--- config.mk ---
export PLATFORM = sky130hd
export DESIGN_NAME = bcd_countdown_timer
export DESIGN_NICKNAME = d
export VERILOG_FILES = /design/src/rtl/bcd_countdown_timer.sv
export SDC_FILE = /design/constraint.sdc
export NUM_CORES = 1
export LEC_CHECK = 0
export CORE_AREA = 2 2 59 61
export CTS_BUF_LIST = sky130_fd_sc_hd__clkbuf_8 sky130_fd_sc_hd__clkbuf_16
export CTS_CLUSTER_SIZE = 10
export DETAILED_ROUTE_END_ITERATION = 10
export DIE_AREA = 0 0 61 63
export PLACE_DENSITY = 0.77
export SYNTH_ARGS = -nofsm -noshare
export SYNTH_HDL_FRONTEND = slang
export SYNTH_SLANG_ARGS = --single-unit
--- constraint.sdc ---
create_clock -name clk -period 2.57 [get_ports clk]
set_input_delay 0.514 -clock clk [delete_from_list [all_inputs] [get_ports clk]]
set_output_delay 0.514 -clock clk [all_outputs]
set_load 0.05 [all_outputs]
--- src/rtl/bcd_countdown_timer.sv ---
// Two-digit BCD countdown timer with load/start/pause control and a programmable
// prescaler between decrements; pulses done for one cycle when a countdown reaches 00.
module bcd_countdown_timer #(
    parameter int unsigned TICK_DIV = 1
) (
    input  logic       clk,
    input  logic       rst,
    input  logic       load,
    input  logic [7:0] load_val,
    input  logic       start,
    input  logic       pause,
    output logic [3:0] ones,
    output logic [3:0] tens,
    output logic       running,
    output logic       done,
    output logic       zero
);

    localparam int unsigned PW = 16;
    localparam logic [PW-1:0] TICK_LAST = PW'(TICK_DIV - 1);

    typedef enum logic [1:0] {IDLE, RUN, PAUSE} state_t;

    state_t        r_state, w_state_nxt;
    logic [3:0]    r_ones, r_tens, w_ones_nxt, w_tens_nxt;
    logic [PW-1:0] r_presc, w_presc_nxt;
    logic          r_running, r_done, w_done_nxt;
    logic          w_zero, w_tick;
    logic [3:0]    w_ld_ones, w_ld_tens;

    assign w_zero    = (r_tens == 4'd0) && (r_ones == 4'd0);
    assign w_tick    = (r_presc == TICK_LAST);
    assign w_ld_ones = (load_val[3:0] > 4'd9) ? 4'd9 : load_val[3:0];
    assign w_ld_tens = (load_val[7:4] > 4'd9) ? 4'd9 : load_val[7:4];

    // State and datapath registers
    always_ff @(posedge clk or negedge rst) begin
        if (!rst) begin
            r_state   <= IDLE;
            r_ones    <= 4'd0;
            r_tens    <= 4'd0;
            r_presc   <= '0;
            r_running <= 1'b0;
            r_done    <= 1'b0;
        end else begin
            r_state   <= w_state_nxt;
            r_ones    <= w_ones_nxt;
            r_tens    <= w_tens_nxt;
            r_presc   <= w_presc_nxt;
            r_running <= (w_state_nxt == RUN);
            r_done    <= w_done_nxt;
        end
    end

    // Next-state and datapath; load overrides every state
    always_comb begin
        w_state_nxt = r_state;
        w_ones_nxt  = r_ones;
        w_tens_nxt  = r_tens;
        w_presc_nxt = r_presc;
        w_done_nxt  = 1'b0;
        if (load) begin
            w_state_nxt = IDLE;
            w_ones_nxt  = w_ld_ones;
            w_tens_nxt  = w_ld_tens;
            w_presc_nxt = '0;
        end else begin
            case (r_state)
                IDLE: begin
                    if (start && !w_zero) begin
                        w_state_nxt = RUN;
                        w_presc_nxt = '0;
                    end
                end
                RUN: begin
                    if (pause) begin
                        w_state_nxt = PAUSE;
                    end else if (w_tick) begin
                        w_presc_nxt = '0;
                        // BCD borrow; the 01 -> 00 step ends the countdown
                        if (r_ones != 4'd0) begin
                            w_ones_nxt = r_ones - 4'd1;
                            if ((r_ones == 4'd1) && (r_tens == 4'd0)) begin
                                w_state_nxt = IDLE;
                                w_done_nxt  = 1'b1;
                            end
                        end else if (r_tens != 4'd0) begin
                            w_ones_nxt = 4'd9;
                            w_tens_nxt = r_tens - 4'd1;
                        end else begin
                            w_state_nxt = IDLE;
                        end
                    end else begin
                        w_presc_nxt = r_presc + PW'(1);
                    end
                end
                PAUSE: begin
                    if (start && !pause) begin
                        w_state_nxt = RUN;
                    end
                end
                default: w_state_nxt = IDLE;
            endcase
        end
    end

    assign ones    = r_ones;
    assign tens    = r_tens;
    assign running = r_running;
    assign done    = r_done;
    assign zero    = w_zero;

endmodule

After elaboration in Yosys (flattened, before gate mapping) --
Cells that the tools add are included.
Storage, ports and cells: register bits 28, bits of input ports 13, output and inout bits 11, logic and storage cells 73
Operators by class: add/subtract/negate cells 3, magnitude comparators 2, equality and inequality tests 8, mux-type cells 34, reductions and logical operators 20
Operator list (number):
- $mux 16 | 4
- $mux 4 | 14
- $pmux 16 s2 | 1
- $add 16x1->16 const B | 1
- $logic_not 16->1 | 1
- $mux 2 | 8
- $gt 4x4->1 const B | 2
- $logic_not 4->1 | 2
- $reduce_bool 4->1 | 2
- $sub 4x1->4 const B | 2
- $mux 1 | 6
- $ne 3x3->1 const B | 2
- $pmux 2 s3 | 1
- $reduce_bool 2->1 | 3
- $reduce_bool 3->1 | 2
- $reduce_and 5->1 | 1
- $eq 2x1->1 const B | 2
- $eq 4x1->1 const B | 1
- $logic_and 1x1->1 | 4
- $ne 2x2->1 const B | 2
- $reduce_and 4->1 | 1
- $reduce_and 3->1 | 1
- $eq 2x2->1 const B | 1
- $logic_not 1->1 | 2
- $logic_not 2->1 | 1

Longest topological paths before layout --
depth after elaboration 9, depth in mapped cells 9, mapped depth without buffers 7

Worst setup path after synthesis --
Ideal clock, no wire load.
path type flip-flop to flip-flop, start register r_tens[0] (netlist: tens[0]), end register r_presc[15], library setup time 83 ps, arrival time 2125 ps, required time 2487 ps, setup slack 362 ps, stages on the path, launching flop included 10, path buffers 2, clock period less this slack 2208 ps, cell sequence dfrtp_1 inv_1 ha_1 nor3b_1 nand2_1 a211oi_2 buf_2 buf_2 a21oi_1 o21ai_0
On the way: word-level cells in the longest chain between the ends 6
Ends and longest elaborated chain:
- start: declaration | RTL line 25 | logic [3:0] r_ones, r_tens, w_ones_nxt, w_tens_nxt;
- start signal: assignment | RTL line 48 | r_tens <= w_tens_nxt;
- $logic_not 4->1 | RTL line 31 | assign w_zero = (r_tens == 4'd0) && (r_ones == 4'd0);
- $logic_and 1x1->1 | RTL line 31
- $logic_not 1->1 | RTL line 70 | if (start && !w_zero) begin
- $logic_and 1x1->1 | RTL line 70
- $ne 3x3->1 (no source line)
- $reduce_and 3->1 (no source line)
- end signal: assignment | RTL line 49 | r_presc <= w_presc_nxt;
- end: declaration | RTL line 26 | logic [PW-1:0] r_presc, w_presc_nxt;
No other way between the ends. A chain may end at the register's enable or synchronous reset.

Final worst setup path --
start register r_tens[0] (netlist: tens[0]), end output zero
On the way: word-level cells in the longest chain between the ends 2
Ends and longest elaborated chain:
- $logic_not 4->1 | RTL line 31
- $logic_and 1x1->1 | RTL line 31
- end: declaration | RTL line 16 | output logic zero
No other way between the ends.

==> impl_metrics.json <==
{
  "crit_required_ns": 2.06,
  "synth_xor_area_frac": 0.0259,
  "final_nets": 230,
  "cts.sink_count": 28,
  "ctsHoldBuffers": 0,
  "peakVddDrop_mv": 0.230,
  "n_fill_cell": 278,
  "power_w": 0.000964,
  "slew_headroom": 0.654,
  "synth-edff-count": 0,
  "p_switching_w": 0.000285,
  "cp.arrival_ns": 1.85,
  "grt_pass1_vias": 1472,
  "fmax_ghz": 0.423,
  "synth.avg_cell_area_um2": 8.94,
  "regArea_um2": 701,
  "cp-start-kind": "flip-flop",
  "port_buffers": 23,
  "grt_pass1_wl_mm": 6.93,
  "clockPowerShare": 0.285,
  "pwr-share-comb": 0.213,
  "synth_top_area_share": 0.415,
  "cts.path.max_buffers": 2,
  "synth_most_common_cell": "dfrtp_1",
  "synth_nets": 205,
  "syn_inst": 189,
  "yosys-top-cells-count": "dfrtp_1, o21ai_0, inv_1",
  "syn_to_final_growth_pct": 21.1,
  "yosys.area_share.simple": 0.245,
  "p_seq_frac": 0.502,
  "finalMaxSlewViolations": 0,
  "fin_crit_ns": 2.36,
  "clk_pin_slew_worst_paths_ns": 0.10,
  "setup_viol_count_final": 0,
  "yosys_warnings": 0,
  "met3_length_um": 151,
  "top_layer": "met4",
  "drc": 0,
  "die_w_um": 61,
  "num_vias": 1524,
  "grtUsageTotal": 0.231,
  "postRouteAntennaNets": 0,
  "fin_tns_setup_ns": 0,
  "ctsHtreeMaxLevel": 1,
  "synth_top_area_cell": "dfrtp_1",
  "dpl.hpwl_mm": 2.98,
  "dr.pass1.iters": 4,
  "synth_top_family_by_area": "simple AND/OR/NAND/NOR gates",
  "cts_root_buf": "clkbuf_8",
  "via_per_inst": 5.88,
  "power_density_nw_per_um2": 471,
  "maxCapViolCount": 0,
  "synthTopCellsByArea": "dfrtp_1, o21ai_0, inv_1",
  "antennaDiodeCount": 0,
  "synth-seq-cells": 28,
  "drive_gt1_frac": 0.0845,
  "grt_overflow": 0,
  "synth.area.mux_share": 0.0126,
  "wl_met2_mm": 1.92,
  "rsz0062_at_grt": "false",
  "syn_area_um2": 1690,
  "yosysSeqAreaShare": 0.415,
  "hold_path.class": "primary input to asynchronous set/reset pin",
  "critPathMaxFanout": 6,
  "synthFlopType": "dfrtp_1",
  "p_int_w": 0.000679,
  "place_congestion": 0.857,
  "clk_latency_ns": 0.27,
  "cts_buffers": 3,
  "swShare": 0.295,
  "antenna_found_initial": 0,
  "setup_slack_ns": 0.209,
  "core-area_um2": 3230,
  "end_kind": "output port",
  "path_class": "flip-flop to output port",
  "start_util": 0.523,
  "hold_viol_final": 0,
  "outcome": "completed",
  "drt_first_iter_violations": 126,
  "pin_count": 24,
  "multi_input_area_um2": 881,
  "fp.dieArea_um2": 3840,
  "period_share": 0.919,
  "grt_max_degree": 21,
  "synth_cell_types": 44,
  "cts_resized": 0,
  "dp_slack_ns": 0.219,
  "met1_length_mm": 1.87,
  "cts_tree": "yes",
  "wirelength_mm": 3.96,
  "rows": 21,
  "detail_route.wl_per_cell_um": 15.3,
  "dieHeight_um": 63,
  "synth_compound_area_frac": 0.215,
  "clock_skew_ns": 0.00401,
  "worst_pin_slew_ns": 0.518,
  "async_flop_share": 1.00,
  "synth_fa_ha_area_frac": 0.0222,
  "post_cts_buffers": 0,
  "leakage_nw": 0.835
}
[critical path, cell delays in order (launching register included)]
cell and delay (ns):
dfrtp_1 0.44, inv_1 0.08, ha_1 0.16, nor3b_1 0.35
nand2_1 0.25, inv_1 0.15, buf_12 0.14
[flip-flops by register name (all words and copies together), names as in the netlist]
register  count
running       1
tens          4
done          1
ones          4
r_state       2
r_presc      16
[worst paths after layout]
kind	from	to	slack, ns	cells after the start
setup reg to reg	tens[0]	r_presc[0]	0.25	7
min in group clk	r_presc[11]	r_presc[11]	0.54	1
setup / recovery	tens[0]	zero	0.21	6
hold reg to reg	r_presc[11]	r_presc[11]	0.53	1
max in group asynchronous	rst	r_presc[5]	1.42	2
hold / removal	rst	r_state[1]	0.53	1
[cells in the final DEF, fill, tap and decap left out, types with 2 or more instances in the layout]
| master | n |
|---|---|
| dfrtp_1 | 28 |
| clkdlybuf4s50_1 | 22 |
| o21ai_0 | 15 |
| inv_1 | 13 |
| nand2_1 | 12 |
| nor2_1 | 10 |
| a21oi_1 | 9 |
| nand3_1 | 8 |
| buf_4 | 8 |
| nand4_1 | 7 |
| nor4_1 | 6 |
| nor3b_1 | 5 |
| o31ai_1 | 5 |
| a22o_1 | 5 |
| o21bai_1 | 4 |
| nor3_1 | 4 |
| or4_1 | 4 |
| clkbuf_8 | 4 |
| xor2_1 | 3 |
| nand2b_1 | 3 |
| a211oi_1 | 3 |
| a21o_1 | 3 |
| o21a_1 | 3 |
| ha_1 | 3 |
| nand3b_1 | 2 |
| and4_1 | 2 |
| nor2b_1 | 2 |
| xnor2_1 | 2 |
| o22ai_1 | 2 |
[power by group through the flow]
stage               logic (W)  clock network [W]  registers, W
global route         0.000222           0.000304      0.000488
finish               0.000206           0.000275      0.000484
floorplan           0.0000826                  0      0.000532
global placement     0.000201                  0      0.000491
detailed placement   0.000205                  0      0.000492
CTS                  0.000207           0.000280      0.000483
[layer usage]
| metal | vias to the layer above | GRT usage |
|---|---|---|
| met3 | 2 | 0.0248 |
| met2 | 45 | 0.348 |
| met4 | 0 | 0.0652 |
| li1 | 747 | - |
| met5 | - | 0 |
| met1 | 730 | 0.345 |
[cells by family after synthesis]
group,count (synthesis)
and+or+nand+nor,71
AOI/OAI and AO/OA,55
DFF,28
buffers and inverters,25
xor gates and xnor gates,5
adders and majority gates,3
muxes,2
[layout make-up]
class	instances	share of cell area
clock buffer	4	0.0269
inverter	14	0.0257
multi-input combinational	136	0.430
sequential	28	0.342
tap	46	0.0281
timing repair buffer	31	0.147
[through the flow]
| step | instance area [um^2] | std cells | util | hold WS [ns] |
|---|---|---|---|---|
| 2_1_floorplan | 1690 | 189 | - | 0.218 |
| 3_3_place_gp | 1990 | 255 | 0.616 | 0.521 |
| 3_5_place_dp | 1990 | 255 | 0.616 | 0.525 |
| 4_1_cts | 2050 | 259 | 0.633 | 0.539 |
| 5_1_grt | 2050 | 259 | 0.633 | 0.550 |
| 6_report | 2050 | 259 | 0.633 | 0.535 |
Note: power is estimated with default switching activity, not from simulation.
